<file path="src/rtl/tt_sel_seq.sv">
// tt_sel_seq -- design-select strobe sequencer.
//
// Turns one address request into the controller's select sequence:
// disable, select-counter reset pulse, recovery, N increment pulses,
// then the final enable. All three strobes come straight from flops.
//
// Optional feature: define TT_SEL_SEQ_SHORTCUT_EN to count upward from the
// currently selected address, without a reset, when that is possible.
//
// Ports:
//   clk        system clock, rising edge
//   rst_n      asynchronous active-low reset
//   req_valid  request present
//   req_ready  high only while idle; accept = req_valid & req_ready
//   req_addr   target user-module address, captured on accept
//   req_ena    final enable value, captured on accept
//   busy       inverse of req_ready
//   cur_addr   address currently selected in the controller
//   cur_valid  cur_addr is known to match the controller counter
//   sel_rst_n  controller select-counter reset (active-low)
//   sel_inc    controller select-counter increment
//   ena        controller enable
module tt_sel_seq #(
    parameter int AW        = 10,
    parameter int RST_CYC   = 4,
    parameter int PULSE_CYC = 2
) (
    input  logic          clk,
    input  logic          rst_n,
    input  logic          req_valid,
    output logic          req_ready,
    input  logic [AW-1:0] req_addr,
    input  logic          req_ena,
    output logic          busy,
    output logic [AW-1:0] cur_addr,
    output logic          cur_valid,
    output logic          sel_rst_n,
    output logic          sel_inc,
    output logic          ena
);

    localparam int MAX_CYC = (RST_CYC > PULSE_CYC) ? RST_CYC : PULSE_CYC;
    localparam int CW      = $clog2(MAX_CYC) + 1;
    localparam logic [CW-1:0] RST_LD   = CW'(RST_CYC - 1);
    localparam logic [CW-1:0] PULSE_LD = CW'(PULSE_CYC - 1);

    typedef enum logic [2:0] {
        IDLE, DIS, RST, REC, INC_HI, INC_LO, FIN
    } state_t;

    state_t        state, state_nxt;
    logic [CW-1:0] cnt, cnt_nxt;
    logic [AW-1:0] n, n_nxt;
    logic [AW-1:0] tgt;
    logic          tgt_ena;
    logic          accept;
    logic          short_ok;
    logic [AW-1:0] short_n;

    assign req_ready = (state == IDLE);
    assign busy      = ~req_ready;
    assign accept    = req_valid & req_ready;

`ifdef TT_SEL_SEQ_SHORTCUT_EN
    // Counting up from the known current address reaches the target
    // without a counter reset; going down is impossible, so that needs one.
    assign short_ok = cur_valid && (tgt >= cur_addr);
    assign short_n  = tgt - cur_addr;
`else
    assign short_ok = 1'b0;
    assign short_n  = '0;
`endif

    // Next-state logic; cnt holds remaining cycles-1 of the current phase.
    always_comb begin
        state_nxt = state;
        cnt_nxt   = cnt;
        n_nxt     = n;
        case (state)
            IDLE: begin
                if (accept) state_nxt = DIS;
            end
            DIS: begin
                if (short_ok) begin
                    n_nxt = short_n;
                    if (short_n == '0) begin
                        state_nxt = FIN;
                    end else begin
                        state_nxt = INC_HI;
                        cnt_nxt   = PULSE_LD;
                    end
                end else begin
                    n_nxt     = tgt;
                    state_nxt = RST;
                    cnt_nxt   = RST_LD;
                end
            end
            RST: begin
                if (cnt == '0) begin
                    state_nxt = REC;
                    cnt_nxt   = PULSE_LD;
                end else begin
                    cnt_nxt = cnt - CW'(1);
                end
            end
            REC, INC_LO: begin
                if (cnt == '0) begin
                    if (n != '0) begin
                        state_nxt = INC_HI;
                        cnt_nxt   = PULSE_LD;
                    end else begin
                        state_nxt = FIN;
                    end
                end else begin
                    cnt_nxt = cnt - CW'(1);
                end
            end
            INC_HI: begin
                if (cnt == '0) begin
                    state_nxt = INC_LO;
                    cnt_nxt   = PULSE_LD;
                    // The pulse just issued is accounted for during its low phase.
                    if (n != '0) n_nxt = n - AW'(1);
                end else begin
                    cnt_nxt = cnt - CW'(1);
                end
            end
            FIN:     state_nxt = IDLE;
            default: state_nxt = IDLE;
        endcase
    end

    always_ff @(posedge clk or negedge rst_n) begin
        if (!rst_n) begin
            state     <= IDLE;
            cnt       <= '0;
            n         <= '0;
            tgt       <= '0;
            tgt_ena   <= 1'b0;
            sel_rst_n <= 1'b1;
            sel_inc   <= 1'b0;
            ena       <= 1'b0;
            cur_addr  <= '0;
            cur_valid <= 1'b0;
        end else begin
            state <= state_nxt;
            cnt   <= cnt_nxt;
            n     <= n_nxt;
            if (accept) begin
                tgt     <= req_addr;
                tgt_ena <= req_ena;
            end
            // Strobes are decoded from the next state so each flop output
            // lines up exactly with the state it belongs to.
            sel_rst_n <= (state_nxt != RST);
            sel_inc   <= (state_nxt == INC_HI);
            if (state_nxt == DIS) begin
                ena <= 1'b0;
            end else if (state_nxt == FIN) begin
                ena       <= tgt_ena;
                cur_addr  <= tgt;
                cur_valid <= 1'b1;
            end
        end
    end

endmodule

</file>
<file path="config.mk">
export PLATFORM = sky130hd
export DESIGN_NAME = tt_sel_seq
export DESIGN_NICKNAME = d
export VERILOG_FILES = /design/src/rtl/tt_sel_seq.sv
export SDC_FILE = /design/constraint.sdc
export NUM_CORES = 1
export LEC_CHECK = 0
export ABC_AREA = 0
export CAP_MARGIN = 15
export CORE_AREA = 2 2 69 71
export CTS_CLUSTER_SIZE = 20
export DETAILED_ROUTE_END_ITERATION = 8
export DIE_AREA = 0 0 71 73
export GPL_TIMING_DRIVEN = 0
export PLACE_DENSITY = 0.79
export SLEW_MARGIN = 20
export SYNTH_ARGS = -nofsm -noshare
export SYNTH_HDL_FRONTEND = slang
export SYNTH_SLANG_ARGS = --single-unit
</file>
<file path="constraint.sdc">
create_clock -name clk -period 2 [get_ports clk]
set_input_delay 0.4 -clock clk [delete_from_list [all_inputs] [get_ports clk]]
set_output_delay 0.4 -clock clk [all_outputs]
set_load 0.02 [all_outputs]
</file>
==> results by group, run 1 <==
Critical path
  – Crit path max fanout: 6
  – CP Capture Type: register
  – CP Launch Type: register
  – CP arrival: about 2500 ps
  – CP required: roughly 2200 ps
  – Kind of critical path: reg2reg

Timing
  – Worst-margin pin slew: 459 ps
  – Fmax: about 430 MHz
  – Max-Slew Margin vs Limit: 0.691
  – Hold_ws: 12.9 ps
  – Hold Fails Final Rpt: 0
  – Crit share post-route: 1.15
  – Max-slew violations: 0
  – Setup WS post-layout: -303 ps
  – Setup Skew: around 8.1 ps
  – Final Setup Violations: 21
  – Fin crit period: between 2000 and 2500 ps
  – Unrepaired setup endpoints after global routing: true

Finish
  – # nets final: approximately 260
  – # diodes: 0
  – Core Util, Final: 0.617
  – Final Non-Filler Cells: 295
  – Layout area overhead: 33.4%
  – FF/Latch Area: approximately 1000 sq um
  – # fillers: 352
  – Area of the multi-input gates: approximately 1100 sq um
  – Share of cells above drive strength 1: 0.290

CTS
  – Clk slew on worst S/H paths: roughly 80 ps
  – H-tree Lvls: 2
  – Clk_lat worst skew: 300 ps
  – Cts bufs inserted: 5
  – # clock sinks: 41
  – # hold bufs at CTS: 0
  – Root Driver: clkbuf_8
  – CTS tree: done
  – Max clock buf depth: 2

Yosys
  – #FFs+latches synth: a little over 40
  – Synth area leaders: dfrtp_1 (48%), mux2_4 (6.4%), mux2_2 (6.4%)
  – Unique cell type count in the Yosys netlist: 50
  – Synth Area in Compound Gates: 0.165
  – Mux cell area share after synthesis: 0.138
  – Yosys warnings: 0
  – Post-synthesis sequential area ratio: 0.490
  – Adder-cell area share of the yosys netlist: 0.0179
  – Post-synth EDFFs: 0
  – Cell count after synthesis: 189
  – Post-Synth Simple-Gate Area: 0.140
  – Async SR Flop Fraction: 1.00
  – Syn Std Cell Area: 2100 sq um
  – Syn_area_per_cell: 11.1 sq um
  – Syn Nets: between 200 and 250
  – Largest family of logic cells by synthesized area: compound AO/OA/AOI/OAI gates
  – Yosys top cell area share: 0.477
  – Synth Area in XOR/XNOR: 0.00835
  – Commonest register cell after synthesis: dfrtp_1
  – Synth area leader: dfrtp_1

Routing
  – Average wire per standard cell: about 17 um
  – Pre-antenna DRT Iters: 4
  – Vias: around 1700
  – DRT iter0 DRCs: between 100 and 150
  – Vias per cell: between 5 and 6
  – Detailed-route wire length: between 4000 and 5000 um
  – Post-route ant nets: 0
  – # DRC: 0

Place
  – Dpl cells: approximately 270
  – Place WS: -315 ps
  – Placer Congestion: about 0.85
  – Final HPWL DP: about 3000 um
  – Port Buffers: 29

GRT
  – Vias in the first global route: roughly 1600
  – Met3 Use GR: 0.0470
  – Initial antenna violation count: 0
  – First-pass GRT wire length: approximately 7400 um
  – Gr ovfl total: 0
  – All-layer global routing usage: 0.185
  – GRT met2 Usage: 0.305
  – Busiest grt layer: met2
  – Met1 Use GR: 0.236
  – Largest net degree at the start of global routing: 27

Pwr
  – Switching Fraction: 0.386
  – Internal power: approximately 2800 uW
  – Total chip power: roughly 4600 uW
  – NetSw: 1770 uW
  – Sequential Power Share: 0.341
  – Clk network pwr share: 0.152
  – Cell Pwr Density: around 1600 nW/um^2
  – Max rail drop VDD: around 0.96 mV
  – Combinational share of power: 0.507
  – LEAKAGE: between 0.001 and 0.0015 uW

Die
  – DIE AREA: about 5200 sq um
  – Core ar.: 4540 sq um
  – Die Height: between 70 and 80 um
  – Ports: 30
  – Row cnt: 25
  – Initial core utilization: 0.462
  – Die X: approximately 71 um

Run
  – Max Cap Viol: 0

Outcome
  – Run status: finished, violations left
  – Failing checks: negative setup slack

Worst hold path
  – HP Class: in2async
[synthesized netlist by cell type, types with 2 or more instances]
library cell / instances
inv_1: 7
a21oi_1: 15
nor2_1: 13
mux2_2: 12
nor4_1: 3
o21ai_0: 12
o311ai_2: 2
and2_1: 3
o22ai_1: 2
or2_2: 2
buf_2: 2
ha_1: 3
nand2b_1: 3
o2bb2ai_1: 2
nor2b_1: 3
clkbuf_1: 3
nand3_1: 4
dfrtp_1: 40
mux2i_1: 2
nand2_1: 10
mux2_4: 9
o31ai_1: 2
nor3_1: 4
a21o_1: 2
a211oi_1: 2
a22o_1: 3
[power by group through the flow]
stage	logic [uW]	clock network, uW	registers (uW)
after floorplan	1290	0	1640
after global placement	1950	0	1560
after detailed placement	2000	0	1570
after CTS	2090	702	1550
after global routing	2510	741	1620
final	2330	697	1570
[path summary, 6_finish.rpt]
path | from | end | slack, ps | cells past startpoint
max reg2reg | n[1] | n[1] | -300 | 11
max in group asynchronous | rst_n | n[5] | 1520 | 2
min reg2reg | cur_valid | cur_valid | 480 | 1
min | rst_n | state[2] | 10 | 1
min in group clk | cur_valid | cur_valid | 480 | 1
max | n[1] | n[1] | -300 | 11
[critical path: stages (launching register included)]
cell	delay (ps)
dfrtp_1	410
inv_2	90
ha_4	110
or4b_4	490
buf_4	160
buf_6	110
o311ai_4	260
a21o_1	180
buf_6	120
buf_6	120
a211oi_1	50
a21oi_1	130
[layout make-up]
class / count / share of cell area
clock buffers: 7 / 0.0309
clock inverters: 1 / 0.0107
well taps: 54 / 0.0242
inverters: 7 / 0.00940
multi-input cells: 134 / 0.379
repair buffers: 43 / 0.152
plain buffers: 8 / 0.0264
flip-flops and latches: 41 / 0.367
[placed cells by master, fill, tap and decap left out, types with 3 or more instances in the layout]
master / instances
nand3_1: 4
dfrtp_1: 40
clkbuf_1: 3
nor2_1: 12
a22o_1: 3
and2_1: 3
nor4_1: 3
clkbuf_8: 6
buf_4: 9
nor2b_1: 3
nand2b_1: 3
clkdlybuf4s50_1: 26
nor3_1: 3
mux2_4: 9
o21ai_0: 11
mux2_2: 12
a21oi_1: 14
buf_6: 6
inv_1: 5
nand2_1: 10
[cell families after synthesis]
logic type               after synthesis
AND/OR/NAND/NOR                       54
AO/OA/AOI/OAI                         51
flip-flops                            41
multiplexers                          23
buffers and inverters                 15
adder cells (fa/ha/maj)                3
XOR/XNOR                               2
[routing by layer]
| layer | vias up | routed length, um |
|---|---|---|
| met1 | 822 | 2100 |
| met3 | 8 | 202 |
| met5 | - | 0 |
| met2 | 38 | 2460 |
| li1 | 795 | - |
| met4 | 0 | 119 |
[flip-flops by register name (all words and copies together) (netlist names)]
register and cells:
cur_valid 1, cur_addr 10, tgt 10, sel_rst_n 1, sel_inc 1, ena 1, cnt 3, tgt_ena 1
n 10, state 3
[stage by stage]
| stage | setup TNS [ps] | cell area [sq um] |
|---|---|---|
| finish | -4790 | 2800 |
| global route | -6370 | 2800 |
| CTS | -3280 | 2650 |
| detailed placement | -4150 | 2480 |
| global placement | -23510 | 2470 |
| floorplan | -1560 | 2110 |
[timing repair]
| action | 4_1_cts | 5_1_grt |
|---|---|---|
| resized for setup | 6 | 20 |
| gates cloned | 0 | 2 |
| hold endpoints to repair | 0 | 0 |
| pin swaps | 0 | 2 |
| setup buffers | 6 | 6 |
| setup endpoints to repair | 32 | 35 |
No activity file was read; power rests on OpenSTA's default activity.
==> run 2, diff against run 1 <==
- ABC_AREA: 0 -> unset
- CELL_PAD_IN_SITES_DETAIL_PLACEMENT: unset -> 0
- CELL_PAD_IN_SITES_GLOBAL_PLACEMENT: unset -> 1
- CORE_AREA: 2 2 69 71 -> 2 2 78 80
- DIE_AREA: 0 0 71 73 -> 0 0 80 82
- PLACE_DENSITY: 0.79 -> 0.77
==> run 2 against run 1 <==
Effect of this change:
- the run ends with negative hold slack, negative setup slack left
- clock-buffer cell count is 2 lower
- global-route usage is 3.0 points lower
- total power decreased by 0.98%
- critical path type unchanged
- critical endpoint is now cur_addr[1]
- highest routed layer unchanged
==> results by group, run 2 (synthesis results as in run 1) <==
Finish
  – # nets final: around 260
  – Regs by FF count: cur_addr: 10 flops, n: 10 flops, tgt: 10 flops
  – Layout area overhead: 33.5%
  – # fillers: 572
  – # diodes: 0
  – Commonest non-fill, non-tap cell in the layout: dfrtp_1
  – Most frequent cells in the layout: dfrtp_1 (40), clkdlybuf4s50_1 (26), buf_4 (14)
  – Core Util, Final: 0.487
  – Share of cells above drive strength 1: 0.306

Routing
  – Post-route ant nets: 0
  – Vias per cell: 5.24
  – Pre-antenna DRT Iters: 4
  – # DRC: 0
  – Vias: about 1700
  – Average wire per standard cell: roughly 15 um
  – DRT iter0 DRCs: 84
  – Detailed-route wire length: around 4800 um

Run
  – Max Cap Viol: 0

Die
  – Die Height: 82 um
  – Row cnt: 28
  – Core ar.: ~5700 sq um
  – Die X: approximately 80 um
  – Ports: 30
  – DIE AREA: 6560 sq um
  – Initial core utilization: 0.365

GRT
  – Gr ovfl total: 0
  – Largest net degree at the start of global routing: 29
  – Vias in the first global route: around 1600
  – Initial antenna violation count: 0
  – First-pass GRT wire length: 7730 um
  – All-layer global routing usage: 0.155

CTS
  – Cts bufs inserted: 5
  – # clock sinks: around 40
  – Clk_lat worst skew: approximately 300 ps
  – Root Driver: clkbuf_8
  – CTS tree: done
  – H-tree Lvls: 2
  – Clk slew on worst S/H paths: around 80 ps
  – Max clock buf depth: 2
  – # hold bufs at CTS: 0

Critical path
  – CP required: about 2200 ps
  – FF-to-FF path depth: 6
  – CP max-delay cell: or4_4
  – CP Launch Type: register
  – Ordered cell list for the critical path: or4_4, o311ai_4, o211a_1, and2_4, buf_12, mux2_4
  – CP Capture Type: register
  – CP arrival: roughly 2500 ps
  – Crit path max fanout: 10
  – Setup slack, reg-to-reg: -280 ps
  – Kind of critical path: reg2reg
  – RR Endpoint: cur_addr[1]
  – CP max stage delay: 620 ps
  – R2R Path Start: n[2]

Timing
  – Setup Skew: a little over 8 ps
  – Crit share post-route: 1.14
  – Max-slew violations: 0
  – Final Setup Violations: 21
  – Hold Fails Final Rpt: 5
  – Unrepaired setup endpoints after global routing: true
  – Setup WS post-layout: -282 ps
  – Fin crit period: 2280 ps
  – Fmax: around 440 MHz
  – Max-Slew Margin vs Limit: 0.694
  – Hold_ws: -5.26 ps
  – Worst-margin pin slew: between 400 and 500 ps

Place
  – Port Buffers: 29
  – Place WS: -324 ps
  – Placer Congestion: 0.844
  – Final HPWL DP: roughly 3100 um

Outcome
  – Run status: finished, violations left
  – Failing checks: negative hold slack, negative setup slack

Pwr
  – LEAKAGE: between 0.001 and 0.0015 uW
  – Cell Pwr Density: 1620 nW/um^2
  – Max rail drop VDD: 0.817 mV
  – Total chip power: ~4500 uW

Worst hold path
  – HP Class: in2async
-- run 2: final cells by class --
cell class,count,area (sq um),share of cell area
clock buffer,5,68.8,0.0246
sequential,41,1030,0.367
clock inverter,2,35.0,0.0125
tap,75,93.8,0.0335
multi-input combinational,134,1060,0.378
buffer,8,73.8,0.0264
inverter,7,26.3,0.00938
timing repair buffer,45,415,0.148
-- run 2: worst max path at each step --
stage,from,to,depth (start not counted)
after floorplan,n[0],cur_addr[0],8
after global placement,rst_n,cur_addr[9],1
after detailed placement,n[0],cur_addr[1],8
after CTS,n[0],cur_addr[1],8
after global routing,n[0],cur_addr[1],8
final,n[2],cur_addr[1],6
-- run 2: metal layers --
layer | global-route usage | routed length [um] | vias up
met5 | 0 | 0 | -
met4 | 0.0508 | 78 | 0
met3 | 0.0330 | 166 | 8
met2 | 0.255 | 2320 | 32
met1 | 0.204 | 2210 | 826
li1 | - | - | 795
-- run 2: report_power, final --
part	internal (uW)	switching [uW]	total [uW]	leakage, uW
Sequential	1230	348	1570	0.000497
Combinational	1190	1130	2330	0.000609
Clock	363	284	647	0.0000540
Total	2780	1770	4550	0.00116
-- run 2: metrics by stage --
step / area [sq um] / TNS [ps] / instances / hold WS [ps]
final: 2800 / -4410 / 317 / -5.26
after global routing: 2800 / -5980 / 317 / 8.11
after detailed placement: 2510 / -4470 / 294 / 327
after CTS: 2720 / -3070 / 311 / 2.45
after floorplan: 2110 / -1560 / 189 / 104
after global placement: 2500 / -25650 / 293 / 457
-- run 2: timing repair --
action / 4_1_cts / 5_1_grt
endpoints found under the setup margin: 35 / 37
resized for setup: 12 / 16
pin swaps: 2 / 3
setup buffers: 10 / 4
gates cloned: 0 / 2
-- run 2: critical path: cells and delay by family (launching register included) --
| kind | cells | cell delay, ps |
|---|---|---|
| muxes | 1 | 310 |
| AOI/OAI and AO/OA | 2 | 480 |
| DFF | 1 | 450 |
| buffers and inverters | 1 | 140 |
| and+or+nand+nor | 2 | 780 |
==> run 3, diff against run 2 <==
- GPL_TIMING_DRIVEN: 0 -> unset
==> run 3 against run 2 <==
Effect of this change:
- the run ends with negative setup slack left
- sequential power is essentially flat
- via count grew 3.8%
- non-clock buffer count up 17
- clock skew decreased by 0.70 ps
- clock-buffer cell count stayed put
- critical endpoint is now cur_addr[3]
- combinational power grew 16%
- critical path type unchanged
==> results by group, run 3 (synthesis results as in run 1) <==
Timing
  – Unrepaired setup endpoints after global routing: true
  – Setup tns final: -3970 ps
  – Worst-margin pin slew: roughly 570 ps
  – Crit share post-route: 1.13
  – Fin crit period: 2260 ps
  – Setup WS post-layout: -261 ps
  – Max-slew violations: 0
  – Hold Fails Final Rpt: 0
  – Max-Slew Margin vs Limit: 0.622
  – Fmax: around 440 MHz
  – Final Setup Violations: 26
  – Setup Skew: between 7 and 8 ps

CTS
  – Max clock buf depth: 2
  – Clk slew on worst S/H paths: approximately 80 ps
  – CTS tree: done
  – # clock sinks: 41
  – Root Driver: clkbuf_8
  – Cts bufs inserted: 5
  – H-tree Lvls: 2
  – Clk_lat worst skew: about 290 ps

GRT
  – Largest net degree at the start of global routing: 42
  – First-pass GRT wire length: 8090 um
  – All-layer global routing usage: 0.162
  – Initial antenna violation count: 0
  – Vias in the first global route: roughly 1700
  – Gr ovfl total: 0

Finish
  – Commonest non-fill, non-tap cell in the layout: dfrtp_1
  – Most frequent cells in the layout: dfrtp_1 (39), buf_4 (34), clkdlybuf4s50_1 (26)
  – Final Non-Filler Cells: 336
  – Share of cells above drive strength 1: 0.364
  – Regs by FF count: cur_addr: 10 flops, n: 10 flops, tgt: 10 flops
  – # nets final: between 200 and 300
  – # diodes: 0
  – Layout area overhead: 41.2%

Critical path
  – CP Buf/Inv Count: 2
  – CP Launch Type: register
  – Critical path's top delay family: simple AND/OR/NAND/NOR gates
  – Kind of critical path: reg2reg
  – Ordered cell list for the critical path: inv_2, ha_1, or4b_4, buf_6, nor3_4, o211a_1, and2_4, mux2_4
  – CP max-delay cell: or4b_4
  – CP required: 2180 ps
  – Crit path max fanout: 6
  – CP Capture Type: register
  – CP arrival: approximately 2400 ps
  – CP max stage delay: slightly below 500 ps
  – Setup slack, reg-to-reg: -260 ps

Place
  – Place WS: -250 ps
  – Placer Congestion: 0.837
  – Final HPWL DP: between 3000 and 4000 um
  – Port Buffers: 29
  – Dpl cells: 317

Pwr
  – Cell Pwr Density: roughly 1600 nW/um^2
  – Total chip power: roughly 4800 uW
  – LEAKAGE: roughly 0.0013 uW
  – Max rail drop VDD: between 0.9 and 1 mV

Routing
  – Post-route ant nets: 0
  – DRT iter0 DRCs: 55
  – # DRC: 0
  – Detailed-route wire length: roughly 5200 um
  – Vias per cell: 5.13
  – Vias: roughly 1700
  – Pre-antenna DRT Iters: 4
  – Average wire per standard cell: between 15 and 20 um

Die
  – Die X: around 80 um
  – Ports: 30
  – Core ar.: 5750 sq um
  – Initial core utilization: 0.365
  – Row cnt: 28
  – Die Height: approximately 82 um
  – DIE AREA: ~6600 sq um

Outcome
  – Run status: finished, violations left
  – Failing checks: negative setup slack

Run
  – Max Cap Viol: 0

Worst hold path
  – HP Class: in2async
==> run 3: routing by layer <==
layer,global-route usage,share of wire,vias up
li1,-,-,832
met1,0.214,0.45,850
met2,0.261,0.50,30
met3,0.0319,0.026,12
met4,0.0644,0.023,0
met5,0,0,-
==> run 3: area by class of cell <==
cell class                 count  area [sq um]
fill                         548          2780
multi-input combinational    135          1090
inverter                       7          26.3
timing repair buffer          70           636
sequential                    41          1030
clock inverter                 3          17.5
clock buffer                   5          68.8
tap                           75          93.8
==> run 3: path summary, 6_finish.rpt <==
path	from	to	cells past startpoint
max in group asynchronous	rst_n	state[2]	2
worst max register to register	n[0]	cur_addr[3]	8
worst min register to register	cur_valid	cur_valid	1
min in group clk	cur_valid	cur_valid	1
worst min-delay path	rst_n	tgt[0]	2
worst max-delay path	n[0]	cur_addr[3]	8
==> run 3: where the power goes <==
group	switching (uW)	leakage [uW]	total, uW	internal [uW]
Sequential	314	0.000495	1540	1230
Combinational	1290	0.000724	2700	1410
Clock	288	0.0000439	529	241
Total	1890	0.00126	4760	2880
==> run 3: through the flow <==
stage / hold slack, ps / util / cell area, sq um
2_1_floorplan: 104 / - / 2110
3_3_place_gp: 459 / 0.469 / 2700
3_5_place_dp: 455 / 0.469 / 2700
4_1_cts: 185 / 0.495 / 2840
5_1_grt: 206 / 0.515 / 2960
6_report: 161 / 0.515 / 2960
==> run 3: repair_timing <==
item                       in CTS  in global routing
resized for setup               9                 21
hold buffers                    0                  0
pin swaps                       3                 11
hold endpoints to repair        0                  0
setup endpoints to repair      23                 28
buffers inserted                4                  5
cloned                          1                  1
